===== src/rtl/mealy_stream_sched.sv =====
// Round-robin scheduler that time-shares one Mealy sequence detector between two
// word requesters: load a word, clear the detector, shift LSB-first, report hits.
module mealy_stream_sched #(
  parameter int WIDTH = 16,
  parameter int CNTW  = 5,
  parameter int IDXW  = 4
) (
  input  logic             clk,
  input  logic             rst,
  input  logic             req0_valid,
  input  logic [WIDTH-1:0] req0_data,
  output logic             req0_ready,
  input  logic             req1_valid,
  input  logic [WIDTH-1:0] req1_data,
  output logic             req1_ready,
  output logic             det_rst,
  output logic             det_inp,
  input  logic             det_outp,
  output logic             res_valid,
  output logic             res_id,
  output logic [CNTW-1:0]  res_count,
  output logic [WIDTH-1:0] res_mask,
  output logic             busy
);

  typedef enum logic [1:0] {IDLE, CLR, SHIFT, DONE} state_t;

  state_t           state, state_nxt;
  logic [WIDTH-1:0] shreg;
  logic [IDXW-1:0]  idx;
  logic [CNTW-1:0]  count;
  logic [WIDTH-1:0] mask;
  logic             id;
  logic             last_grant;

  // Result copies: count/mask are cleared on the next accept, but the result
  // outputs must keep the last job's values until the following DONE.
  logic             hold_id;
  logic [CNTW-1:0]  hold_count;
  logic [WIDTH-1:0] hold_mask;

  logic grant0, grant1;

  // On a tie the requester that was not served last wins.
  assign grant0 = req0_valid && (!req1_valid || last_grant);
  assign grant1 = req1_valid && (!req0_valid || !last_grant);

  assign req0_ready = rst && (state == IDLE) && grant0;
  assign req1_ready = rst && (state == IDLE) && grant1;
  assign det_rst    = !rst || (state == CLR);
  assign det_inp    = rst && (state == SHIFT) && shreg[0];
  assign res_valid  = rst && (state == DONE);
  assign busy       = rst && (state != IDLE);
  assign res_id     = (state == DONE) ? id    : hold_id;
  assign res_count  = (state == DONE) ? count : hold_count;
  assign res_mask   = (state == DONE) ? mask  : hold_mask;

  always_comb begin
    // NOTE: default first so every path assigns state_nxt and no latch is inferred.
    state_nxt = state;
    case (state)
      IDLE:    if (grant0 || grant1) state_nxt = CLR;
      CLR:     state_nxt = SHIFT;
      SHIFT:   if (idx == IDXW'(WIDTH - 1)) state_nxt = DONE;
      DONE:    state_nxt = IDLE;
      default: state_nxt = IDLE;
    endcase
  end

  // NOTE: non-blocking assignments so every register samples pre-edge values.
  always_ff @(posedge clk) begin
    if (!rst) begin
      state      <= IDLE;
      last_grant <= 1'b1;
      shreg      <= '0;
      idx        <= '0;
      count      <= '0;
      mask       <= '0;
      id         <= 1'b0;
      hold_id    <= 1'b0;
      hold_count <= '0;
      hold_mask  <= '0;
    end else begin
      state <= state_nxt;
      case (state)
        IDLE: begin
          if (grant0 || grant1) begin
            shreg      <= grant0 ? req0_data : req1_data;
            id         <= grant1;
            last_grant <= grant1;
            count      <= '0;
            mask       <= '0;
            idx        <= '0;
          end
        end
        SHIFT: begin
          mask[idx] <= det_outp;
          count     <= count + CNTW'(det_outp);
          shreg     <= {1'b0, shreg[WIDTH-1:1]};
          idx       <= idx + IDXW'(1);
        end
        DONE: begin
          hold_id    <= id;
          hold_count <= count;
          hold_mask  <= mask;
        end
        default: ;
      endcase
    end
  end

endmodule


===== config.mk =====
export PLATFORM = sky130hd
export DESIGN_NAME = mealy_stream_sched
export DESIGN_NICKNAME = d
export VERILOG_FILES = /design/src/rtl/mealy_stream_sched.sv
export SDC_FILE = /design/constraint.sdc
export NUM_CORES = 1
export LEC_CHECK = 0
export ABC_AREA = 1
export CORE_ASPECT_RATIO = 1.25
export CORE_MARGIN = 4
export CORE_UTILIZATION = 53
export CTS_CLUSTER_DIAMETER = 30
export DETAILED_ROUTE_END_ITERATION = 10
export PLACE_DENSITY = 0.8
export SETUP_SLACK_MARGIN = 0.05
export SLEW_MARGIN = 10
export SYNTH_ARGS = -nofsm -noshare
export SYNTH_HDL_FRONTEND = slang
export SYNTH_SLANG_ARGS = --single-unit

===== constraint.sdc =====
create_clock -name clk -period 1.7 [get_ports clk]
set_clock_uncertainty 0.15 [all_clocks]
set_input_delay 0.255 -clock clk [delete_from_list [all_inputs] [get_ports clk]]
set_output_delay 0.255 -clock clk [all_outputs]
set_load 0.1 [all_outputs]

==> impl_metrics.toml, run 1 <==
[run_status]
status = "aborted with a tool error"
lastStage = "global routing (5_1_grt)"
error = "[ERROR GRT-0232] Routing congestion too high. Check the congestion heatmap in the GUI."

[yosys]
yosysTopAreaCellShare_pct = 36.8
yosys-top-cells-area = "dfxtp_1, nand2_1, nand3_1"
ys_ff_latch = 67
synth_cell_types = 23
synth_area_um2 = 3640
yosysWarnings = 0
syn_avg_cell_area_um2 = 6.49
syn_inst = 561
synth_fp_nets = 609
yosysSeqAreaShare_pct = 36.8
synth_area_leader_cell = "dfxtp_1"

[placement]
io_buffers = 64
dp_cells = 704
hpwlAfterDp_um = 6310
routabilityCongestion = 0.861

[cts]
htreeDepth = 3
clockBufferDepth = 2
cts_buffers = 9
cts_root_buf = "clkbuf_8"
clock_sink_count = 67

[global_route]
grt_overflow = 243
grt.total_usage_pct = 83.0
grt_start_max_net_pins = 34

[die]
core.rowCount = 33
io_pins = 65
die_height_um = 101
die_x_um = 82.1
start_util_pct = 55.1

[timing]
worst-ep-kind = "output port"
worst_endpoint = "res_mask[12]"
==> metal layers <==
layer | GRT overflow | GRT usage (%)
met1 | 1 | 79.5
met2 | 161 | 100
met3 | 4 | 66.3
met4 | 77 | 93.4
met5 | 0 | 10.0
==> cells in the mapped netlist, drive strengths merged <==
cell type,n
nand3b,1
or2,2
nor2,21
a21oi,61
dfxtp,67
o21ai,4
inv,48
nand2,203
buf,23
ha,11
nor3b,1
clkbuf,15
nor3,3
o21bai,1
nand4,17
nand3,83
==> cell families after synthesis <==
| logic type | share of synthesized area [%] |
|---|---|
| buffers and inverters | 11.2 |
| AOI/OAI and AO/OA | 9.14 |
| adders and majority gates | 3.78 |
| DFF | 36.8 |
| and+or+nand+nor | 39.1 |
==> timing repair <==
action | in CTS
hold buffers | 0
cloned | 6
buffers inserted | 10
endpoints found under the setup margin | 31
gates resized for setup | 56
pin swaps | 8
==> per-stage QoR <==
| stage | instance area [um^2] | hold slack (ns) | TNS [ns] | setup slack, ns |
|---|---|---|---|---|
| after floorplan | 3950 | 0.284 | -0.434 | -0.216 |
| after global placement | 5020 | 0.297 | -4.04 | -0.152 |
| after detailed placement | 5020 | 0.302 | -6.43 | -0.203 |
| after CTS | 5690 | 0.311 | -7.08 | -0.286 |
==> run 2, diff against run 1 <==
--- a/config.mk
+++ b/config.mk
@@ -6,13 +6,10 @@
 export NUM_CORES = 1
 export LEC_CHECK = 0
 export ABC_AREA = 1
-export CORE_ASPECT_RATIO = 1.25
 export CORE_MARGIN = 4
-export CORE_UTILIZATION = 53
-export CTS_CLUSTER_DIAMETER = 30
+export CORE_UTILIZATION = 40
 export DETAILED_ROUTE_END_ITERATION = 10
-export PLACE_DENSITY = 0.8
-export SETUP_SLACK_MARGIN = 0.05
+export PLACE_DENSITY_LB_ADDON = 0.15
 export SLEW_MARGIN = 10
 export SYNTH_ARGS = -nofsm -noshare
 export SYNTH_HDL_FRONTEND = slang
==> run 2 against run 1 <==
The flow now finishes, with violations (negative setup slack). Area after synthesis unchanged. Synthesized cell count unchanged.
==> impl_metrics.toml, run 2 <==
[yosys]
synth_fp_nets = 609
synth_cell_types = 23
synthArstFlopShare_pct = 0
synth_area_um2 = 3640
synth_area_leader_cell = "dfxtp_1"
synthMostInstantiatedCell = "nand2_1"
synth_edf_count = 0
yosysTopAreaCellShare_pct = 36.8
synth_ff_type = "dfxtp_1"
yosysSeqAreaShare_pct = 36.8
yosysWarnings = 0
yosys-top-cells-area = "dfxtp_1, nand2_1, nand3_1"
ys_ff_latch = 67
syn_avg_cell_area_um2 = 6.49
synthTopCellsByCount = "nand2_1, nand3_1, dfxtp_1, a21oi_1, inv_1"
syn_inst = 561

[critical_path]
startpoint = "state[1]$_SDFFE_PN0P_"
cp.arrival_ns = 1.49
crit_required_ns = 1.29
rr_worst_depth = 10
crit_slowest_cell = "dfxtp_4"
critPathBufInv = 2
r2r_setup_slack_ns = -0.11
critPathKind = "flop to output port"
worst-path-stages = 5
crit_fanout = 11
cp_top_family = "flip-flops"
cp-start-kind = "flop"
cp_slowest_stage_delay_ns = 0.38
cp-end-kind = "output port"
endpoint = "res_mask[2]"
path_cells = "ha_4, clkbuf_16, nand2_1, nand2_4, buf_12"
r2r-start = "state[0]$_SDFFE_PN0P_"
r2r_end = "mask[11]$_SDFFE_PN0P_"

[power]
powerDensity_nw_per_um2 = 1390
p_total_mw = 7.93
pwr-share-clk_pct = 16.3
p_comb_share_pct = 58.0
power.switching_mw = 3.45
swShare_pct = 43.5
p_leak_nw = 2.52
internal_power_mw = 4.48
power_frac_seq_pct = 25.7
ir_drop_mv = 0.844

[die]
core.rowCount = 34
start_util_pct = 41.4
core-area_um2 = 8810
io_pins = 65
die_height_um = 103
die_x_um = 103
design.die.area_um2 = 10700

[layout]
reg.largest.list = "hold_mask x16, mask x16, shreg x16"
final-seq-area_um2 = 1350
finish.instance_area_um2 = 5680
drive_gt1_share_pct = 27.0
layout_common_cells = "nand2_1, nand3_1, dfxtp_1, a21oi_1, inv_1"
final_core_util_pct = 64.5
multi_input_area_um2 = 2310
layout.cells.most_common = "nand2_1"
final_net_count = 692
stdcell_count = 757
syn_to_final_growth_pct = 56.1
n_antenna_cell = 0
fill_cells = 752

[timing]
relSlewSlack_pct = 71.4
clock.fmax_mhz = 528
timing.setup.tns_ns = -4.82
drv_slew = 0
setup_ws_ns = -0.192
rsz0062_at_grt = "true"
hold_viol_final = 0
fin_crit_sh_pct = 111
fin_crit_ns = 1.89
whs_ns = 0.313
finalSetupViolCount = 45
worst_slew_pin_slew_ns = 0.428

[global_route]
grt_pass1_vias = 3502
grt_overflow = 0
grt.total_usage_pct = 19.2
grt_start_max_net_pins = 30
grt_pass1_wl_um = 16400
antenna_found_initial = 0

[placement]
io_buffers = 64
dpl_cell_area_um2 = 5040
pre_cts_ws_ns = -0.173
hpwlAfterDp_um = 6720
dp_cells = 727
routabilityCongestion = 0.865

[routing]
via_count = 3899
drtPass1Iterations = 5
wire_per_inst_um = 13.8
avgViaCountPerCell = 5.15
first_iter_violations = 266
drc_errors = 0
ant_nets = 0
wl_um = 10500

[cts]
clock_sink_count = 67
cts_buffers = 9
cts_root_buf = "clkbuf_8"
htreeDepth = 3
ctsHoldBuffers = 0
cts_tree = "done"
clockBufferDepth = 2
cts.clk_slew.worst_paths_ns = 0.07
insertion_delay_ns = 0.34

[run_status]
status = "complete, but fails checks"
violations = "negative setup slack"

[min_path]
hold_class = "flop to flop"

[flow_run]
maxCapViolations = 0
-- run 2: repair_timing --
item / 4_1_cts / 5_1_grt
setup buffers: 4 / 2
gates resized for setup: 33 / 37
pin swaps: 3 / 5
cloned: 2 / 6
setup endpoints to repair: 28 / 66
-- run 2: final cells by class --
| cell class | instances | area share [%] |
|---|---|---|
| Inverter | 48 | 3.54 |
| Timing Repair Buffer | 109 | 26.3 |
| Clock inverter | 5 | 0.947 |
| Clock buffer | 11 | 2.31 |
| Sequential cell | 67 | 23.8 |
| Multi-Input combinational cell | 409 | 40.7 |
| Tap cell | 108 | 2.38 |
-- run 2: cells by family after synthesis --
| family | share of synthesized area, % |
|---|---|
| flops | 36.8 |
| buf+inv | 11.2 |
| simple gates | 39.1 |
| compound gates | 9.14 |
| fa+ha+maj | 3.78 |
-- run 2: power by group through the flow --
stage / clock network, mW / registers [mW] / logic [mW]
detailed placement: 0 / 2.05 / 3.82
floorplan: 0 / 1.99 / 2.84
CTS: 1.31 / 2.03 / 4.14
global placement: 0 / 2.04 / 3.76
finish: 1.29 / 2.04 / 4.60
global route: 1.39 / 2.07 / 5.07
-- run 2: worst reg2reg max path, stage by stage, from the launching register on --
cell	delay [ns]
dfxtp_4	0.37
inv_4	0.09
ha_4	0.16
buf_12	0.11
buf_4	0.11
nand4_4	0.15
buf_12	0.19
buf_8	0.12
nand3_1	0.07
nand2_1	0.08
a21oi_2	0.13
-- run 2: routing by layer --
metal  global-route usage (%)  part of all wire (%)  up-vias
li1                         -                     -     1971
met1                     25.7                    45     1784
met2                     31.1                    48      124
met3                     3.62                   5.2       20
met4                     6.57                   1.5        0
met5                        0                     0        -
-- run 2: how the worst min path moves through the flow --
stage | startpoint | endpoint | slack (ns) | depth (start not counted)
after floorplan | req1_valid | last_grant$_SDFFE_PN1P_ | 0.28 | 2
after global placement | mask[2]$_SDFFE_PN0P_ | mask[2]$_SDFFE_PN0P_ | 0.30 | 2
after detailed placement | mask[14]$_SDFFE_PN0P_ | mask[14]$_SDFFE_PN0P_ | 0.30 | 2
after CTS | mask[14]$_SDFFE_PN0P_ | mask[14]$_SDFFE_PN0P_ | 0.31 | 2
after global routing | mask[2]$_SDFFE_PN0P_ | mask[2]$_SDFFE_PN0P_ | 0.33 | 2
final | mask[7]$_SDFFE_PN0P_ | mask[7]$_SDFFE_PN0P_ | 0.31 | 2
No activity file was read; power rests on OpenSTA's default activity.
==> run 3, diff against run 2 <==
--- a/config.mk
+++ b/config.mk
@@ -9,6 +9,7 @@
 export CORE_MARGIN = 4
 export CORE_UTILIZATION = 40
 export DETAILED_ROUTE_END_ITERATION = 10
+export DONT_BUFFER_PORTS = 1
 export PLACE_DENSITY_LB_ADDON = 0.15
 export SLEW_MARGIN = 10
 export SYNTH_ARGS = -nofsm -noshare
==> run 3 against run 2 <==
The flow still finishes with violations (negative setup slack). Register-to-register slack lost 0.05 ns. Global-route usage fell by 0.46 points. Utilization fell by 0.33 points. Non-clock buffer count down 47. Hold slack got worse by 0.30 ns. Final cell count shrank 6.3%. First-iteration DRC count fell by 48%. Critical path depth is the same. Combinational power up 25%. Sequential cell count is the same. Clock power increased by 17%. Highest routed layer unchanged.
==> impl_metrics.toml, run 3 (synthesized netlist as in run 2, its figures left out) <==
[layout]
layout_common_cells = "nand2_1, nand3_1, dfxtp_1, a21oi_1, inv_1"
final_net_count = 644
syn_to_final_growth_pct = 55.3
n_antenna_cell = 0
reg.largest.list = "hold_mask x16, mask x16, shreg x16"
drive_gt1_share_pct = 36.1
layout.cells.most_common = "nand2_1"
fill_cells = 724

[critical_path]
r2r-start = "state[1]$_SDFFE_PN0P_"
critPathKind = "flop to output port"
cp_top_family = "flip-flops"
crit_required_ns = 1.29
path_cells = "ha_4, buf_6, nand2_1, nand2_4, buf_12"
cp.arrival_ns = 1.50
r2r_setup_slack_ns = -0.16
rr_worst_depth = 11
cp_slowest_stage_delay_ns = 0.38
crit_slowest_cell = "dfxtp_4"
critPathBufInv = 2
cp-start-kind = "flop"
cp-end-kind = "output port"
r2r_end = "shreg[7]$_SDFFE_PN0P_"
crit_fanout = 14

[die]
die_height_um = 103
core.rowCount = 34
die_x_um = 103
io_pins = 65
core-area_um2 = 8810
start_util_pct = 41.4
design.die.area_um2 = 10700

[power]
powerDensity_nw_per_um2 = 1640
p_leak_nw = 2.42
ir_drop_mv = 0.836

[global_route]
grt_pass1_wl_um = 15900
grt_start_max_net_pins = 30
grt.total_usage_pct = 18.8
gr-usage-met2_pct = 31.1
use_met1_pct = 24.6
antenna_found_initial = 0
grt_pass1_vias = 3331
grt_overflow = 0
use_met3_pct = 4.09
grt.busiest_layer = "met2"

[placement]
pre_cts_ws_ns = 0.0335
hpwlAfterDp_um = 6250
io_buffers = 0
routabilityCongestion = 0.827

[routing]
ant_nets = 0
wl_um = 10600
drtPass1Iterations = 4
first_iter_violations = 139
via_count = 3721
drc_errors = 0
avgViaCountPerCell = 5.25
wire_per_inst_um = 14.9

[run_status]
status = "complete, but fails checks"
violations = "negative setup slack"

[cts]
cts_tree = "done"
clock_sink_count = 67
clockBufferDepth = 2
insertion_delay_ns = 0.35
cts_buffers = 9
cts.clk_slew.worst_paths_ns = 0.08
cts_root_buf = "clkbuf_8"
htreeDepth = 3

[min_path]
hp-start = "req0_data[0]"
hold_end = "shreg[0]$_SDFFE_PN0P_"
hold_depth = 4
hold_class = "primary input to flop"

[timing]
hold_viol_final = 0
worst_slew_pin_slew_ns = 1.22
fin_crit_sh_pct = 112
drv_slew = 0
relSlewSlack_pct = 18.7
setup_ws_ns = -0.208
timing.setup.tns_ns = -8.50
finalSetupViolCount = 65
clock.fmax_mhz = 524
whs_ns = 0.0131
fin_crit_ns = 1.91
rsz0062_at_grt = "true"

[flow_run]
maxCapViolations = 0
[run 3: cell type report]
| type | instances | area (um^2) | area share (%) |
|---|---|---|---|
| timing repair buffer | 62 | 833 | 14.7 |
| inverter | 48 | 204 | 3.61 |
| sequential | 67 | 1350 | 23.9 |
| clock buffer | 10 | 138 | 2.43 |
| multi-input combinational | 408 | 2910 | 51.4 |
| tap | 108 | 135 | 2.39 |
| clock inverter | 6 | 87.6 | 1.55 |
[run 3: per-layer routing]
metal | part of all wire, % | vias to the layer above
li1 | - | 1883
met1 | 44 | 1737
met2 | 50 | 82
met3 | 4.4 | 19
met4 | 1.7 | 0
met5 | 0 | -
[run 3: report_power, final]
part           total (mW)  internal, mW  switching, mW  leakage [nW]
Clock                1.51         0.868          0.644         0.117
Sequential           2.02          1.85          0.171         0.547
Combinational        5.74          2.46           3.28          1.75
[run 3: worst max path at each step]
stage | start | endpoint | slack, ns | depth (start not counted)
after global routing | state[0]$_SDFFE_PN0P_ | res_id | -0.25 | 5
after CTS | state[0]$_SDFFE_PN0P_ | res_count[1] | -0.20 | 6
after floorplan | state[0]$_SDFFE_PN0P_ | det_inp | -0.22 | 5
final | state[0]$_SDFFE_PN0P_ | res_id | -0.21 | 5
after global placement | state[0]$_SDFFE_PN0P_ | shreg[14]$_SDFFE_PN0P_ | 0.08 | 9
after detailed placement | state[1]$_SDFFE_PN0P_ | res_count[1] | 0.03 | 5
[run 3: per-stage QoR]
| step | total power, mW | cell area [um^2] | util (%) | std cells |
|---|---|---|---|---|
| floorplan | 4.84 | 3940 | - | 561 |
| global placement | 5.65 | 4200 | 47.7 | 661 |
| detailed placement | 5.73 | 4200 | 47.7 | 661 |
| CTS | 7.77 | 5050 | 57.3 | 694 |
| global route | 9.82 | 5660 | 64.2 | 709 |
| finish | 9.28 | 5660 | 64.2 | 709 |
[run 3: timing repair]
| action | CTS | global route |
|---|---|---|
| cloned | 3 | 5 |
| endpoints found under the hold margin | 39 | 0 |
| hold buffers | 3 | 0 |
| resized for setup | 87 | 110 |
| endpoints found under the setup margin | 28 | 71 |
| setup buffers | 11 | 10 |
| pin swaps | 26 | 25 |
[run 3: worst reg2reg max path, stage by stage, from the launching register on]
cell	delay, ns
dfxtp_4	0.36
buf_6	0.12
inv_4	0.06
ha_4	0.15
buf_6	0.12
buf_6	0.09
nand4_4	0.15
nand2_4	0.20
clkbuf_16	0.20
nand2_2	0.05
nand2_1	0.05
a21oi_1	0.06
